===== src/rtl/adder_pipe.sv =====
// Pipelined two's-complement adder/subtractor.
// Operands are split into STAGES chunks with a carry registered between chunks.
module adder_pipe #(
    parameter int WIDTH  = 16,
    parameter int STAGES = 4
) (
    input  logic             clk,
    input  logic             reset,
    input  logic             in_valid,
    input  logic             sub,
    input  logic [WIDTH-1:0] A,
    input  logic [WIDTH-1:0] B,
    input  logic             Ci,
    input  logic             stall,
    output logic             out_valid,
    output logic [WIDTH-1:0] S,
    output logic             Co,
    output logic             V
);

    localparam int CHUNK = WIDTH / STAGES;

    // vld[k] qualifies the data held in the stage-k registers;
    // vld[STAGES] is the output register.
    logic [STAGES:0]  vld;
    logic [WIDTH-1:0] a_q [STAGES+1];
    logic [WIDTH-1:0] b_q [STAGES+1];
    logic [WIDTH-1:0] s_q [STAGES+1];
    logic             c_q [STAGES+1];
    logic             ovf_q;
    logic [CHUNK:0]   sum_c [STAGES];

    // Per-stage chunk adder: chunk k of the skewed operands plus the
    // carry registered by the previous stage.
    always_comb begin
        for (int k = 0; k < STAGES; k++) begin
            sum_c[k] = {1'b0, a_q[k][k*CHUNK +: CHUNK]}
                     + {1'b0, b_q[k][k*CHUNK +: CHUNK]}
                     + {{CHUNK{1'b0}}, c_q[k]};
        end
    end

    // Pipeline registers: the entry stage captures the effective operands,
    // each later stage forwards the operands (skew), the partial sum (deskew)
    // and its carry; everything holds while stalled.
    always_ff @(posedge clk) begin
        if (reset) begin
            vld          <= '0;
            s_q[STAGES]  <= '0;
            c_q[STAGES]  <= 1'b0;
            ovf_q        <= 1'b0;
        end else if (!stall) begin
            vld <= {vld[STAGES-1:0], in_valid};
            if (in_valid) begin
                a_q[0] <= A;
                b_q[0] <= B ^ {WIDTH{sub}};
                s_q[0] <= '0;
                c_q[0] <= Ci ^ sub;
            end
            for (int k = 0; k < STAGES; k++) begin
                if (vld[k]) begin
                    a_q[k+1]                   <= a_q[k];
                    b_q[k+1]                   <= b_q[k];
                    s_q[k+1]                   <= s_q[k];
                    s_q[k+1][k*CHUNK +: CHUNK] <= sum_c[k][CHUNK-1:0];
                    c_q[k+1]                   <= sum_c[k][CHUNK];
                end
            end
            // Carry into the MSB is recovered as a^b^s at that bit.
            if (vld[STAGES-1]) begin
                ovf_q <= a_q[STAGES-1][WIDTH-1]
                       ^ b_q[STAGES-1][WIDTH-1]
                       ^ sum_c[STAGES-1][CHUNK-1]
                       ^ sum_c[STAGES-1][CHUNK];
            end
        end
    end

    assign out_valid = vld[STAGES];
    assign S         = s_q[STAGES];
    assign Co        = c_q[STAGES];
    assign V         = ovf_q;

endmodule


===== config.mk =====
export PLATFORM = sky130hd
export DESIGN_NAME = adder_pipe
export DESIGN_NICKNAME = d
export VERILOG_FILES = /design/src/rtl/adder_pipe.sv
export SDC_FILE = /design/constraint.sdc
export NUM_CORES = 1
export LEC_CHECK = 0
export CELL_PAD_IN_SITES_DETAIL_PLACEMENT = 0
export CELL_PAD_IN_SITES_GLOBAL_PLACEMENT = 1
export CORE_MARGIN = 4
export CORE_UTILIZATION = 43
export DETAILED_ROUTE_END_ITERATION = 10
export MAX_ROUTING_LAYER = met4
export PLACE_DENSITY_LB_ADDON = 0.1
export SLEW_MARGIN = 20
export SYNTH_ARGS = -nofsm -noshare
export SYNTH_HDL_FRONTEND = slang
export SYNTH_SLANG_ARGS = --single-unit

===== constraint.sdc =====
create_clock -name clk -period 2.8 [get_ports clk]
set_clock_uncertainty 0.2 [all_clocks]
set_input_delay 0.56 -clock clk [delete_from_list [all_inputs] [get_ports clk]]
set_output_delay 0.56 -clock clk [all_outputs]
set_load 0.02 [all_outputs]

==> flow_metrics.tcl <==
set metrics [dict create \
    relSlewSlack 0.737 \
    port_buffers 56 \
    nets 389 \
    seq_area_frac_synth 0.777 \
    ys_top_cells_by_area "edfxtp_1 75%, fa_1 3.2%, xor2_1 3.2%" \
    tritoncts "yes" \
    ir_worst_vdd_v 0.000332 \
    dr.first_iter.drc_count 110 \
    ys_warn_count 0 \
    diodes 0 \
    cp-start-kind "flip-flop" \
    cts_hold_buffers 0 \
    path_class "flip-flop to flip-flop" \
    grt_overflow_total 0 \
    dieWidth_um 116 \
    period_needed_ns 2.25 \
    numCtsBuffers 17 \
    grt_pass1_wl_um 9830 \
    path_max_fanout 2 \
    synth_seq_cells 131 \
    hold_viol 0 \
    core_mm2 0.0114 \
    antenna_found_initial 0 \
    total_power_mw 4.41 \
    rows 39 \
    critical_path_required_ns 2.92 \
    critPathArrivalTime_ns 2.38 \
    wl_per_cell_um 11.7 \
    dpl.hpwl_um 3880 \
    root_buffer "clkbuf_16" \
    most-common-layout-cells "125 x edfxtp_1, 56 x clkdlybuf4s50_1, 18 x xor2_1" \
    syn_avg_cell_area_um2 18.3 \
    htree_levels 4 \
    clockBufferDepth 2 \
    synth_nets 330 \
    worstHoldPathType "flip-flop to flip-flop" \
    viasPerCell 4.29 \
    cts.repair.resized 0 \
    critPathCaptureType "flip-flop" \
    worstMarginPinSlew_ns 0.393 \
    status "complete, no violations" \
    die-area_mm2 0.0134 \
    power_density_mw_per_mm2 712 \
    cts_sinks 131 \
    clkLatencyLatePin_ns 0.40 \
    p_leak_nw 2.22 \
    ant_nets 0 \
    path_clk_slew_ns 0.05 \
    synth_cells 272 \
    finalMaxSlewViolations 0 \
    wirelength_um 5720 \
    fin_crit_sh 0.805 \
    fmax_mhz 443 \
    drc 0 \
    vias 2090 \
    io_pins 57 \
    drive_gt1_frac 0.110 \
    grt_pass1_vias 2152 \
    start_util 0.439 \
    setup_violations 0 \
    gp_congestion 0.680 \
    postCtsSetupRepairBufs 0 \
    synth_top_area_share 0.753 \
    grt_max_degree 34 \
    ys_types 24 \
    synth_area_mm2 0.00499 \
    synth_largest_area_cell "edfxtp_1" \
    rsz0062_at_grt "false" \
    tns_ns 0 \
    cap_violations 0 \
    syn_to_final_growth_pct 24.2 \
    die_h_um 116 \
    dr.pass1.iters 4 \
    mostFrequentLayoutCell "edfxtp_1" \
    grt_use_total 0.103 \
]
-- state kept, by name (all words and copies together) (netlist names) --
register and cells:
b_q 40, c_q 5, s_q 40, a_q 40
V 1, vld 5
-- critical path: stages (launching register included) --
cell,delay (ns)
edfxtp_1,0.40
fa_1,0.48
fa_1,0.43
a21o_1,0.19
a21oi_2,0.16
xnor2_1,0.11
a211oi_2,0.21
-- per-layer routing --
metal  global-route usage  up-vias  wire (µm)
met1                0.115      947       2450
met2                0.155       58       2820
met5                    -        -          0
met4               0.0603        0         97
li1                     -     1076          -
met3               0.0454        9        354
-- stage by stage --
stage	utilization	instances	hold WS, ns	instance area, µm²	setup slack [ns]
after detailed placement	0.496	455	0.205	5640	0.417
after global routing	0.545	487	0.217	6190	0.437
final	0.545	487	0.209	6190	0.545
after global placement	0.496	455	0.202	5640	0.445
after CTS	0.545	487	0.211	6190	0.517
after floorplan	-	272	0.200	4990	0.446
-- report_power, final --
part           switching, mW  total, mW  internal (mW)
clock                  0.737       2.03           1.30
sequential            0.0120       2.21           2.19
combinational         0.0742      0.168         0.0940
-- kinds of logic (layout without fill, tap and decap cells) --
logic type      after synthesis  after routing  share of synthesized area
xor+xnor                     26             26                     0.0457
fa+ha+maj                    20             20                     0.0622
buf+inv                      37            109                     0.0424
simple gates                 39             39                     0.0452
mux                           3              3                    0.00602
compound gates               16             16                     0.0216
flops                       131            131                      0.777
-- cell usage after synthesis (all sizes together) --
master,count
edfxtp,125
xnor2,8
nand2b,5
and2b,1
inv,16
nor2b,4
buf,20
or2,1
mux2i,3
ha,12
dfxtp,6
fa,8
a211oi,1
a21oi,7
a21o,5
clkbuf,1
nor2,10
xor2,18
nand2,1
o21ai,3
and2,17
-- final cells by class --
| class | instances | area [µm²] |
|---|---|---|
| tap | 143 | 179 |
| multi-input combinational | 104 | 903 |
| sequential | 131 | 3870 |
| timing repair buffer | 61 | 623 |
| clock inverter | 11 | 113 |
| fill | 939 | 5180 |
| inverter | 16 | 60.1 |
| clock buffer | 21 | 440 |
-- final timing paths --
path	startpoint	end	slack, ns	cells after the start
max	c_q[0][3]$_DFFE_PP_	V$_SDFFE_PP0P_	0.55	6
max reg2reg	c_q[0][3]$_DFFE_PP_	V$_SDFFE_PP0P_	0.55	6
min	b_q[0][45]$_DFFE_PP_	b_q[0][61]$_DFFE_PP_	0.21	0
min reg2reg	b_q[0][45]$_DFFE_PP_	b_q[0][61]$_DFFE_PP_	0.21	0
Power figures use the tool's default switching activity.
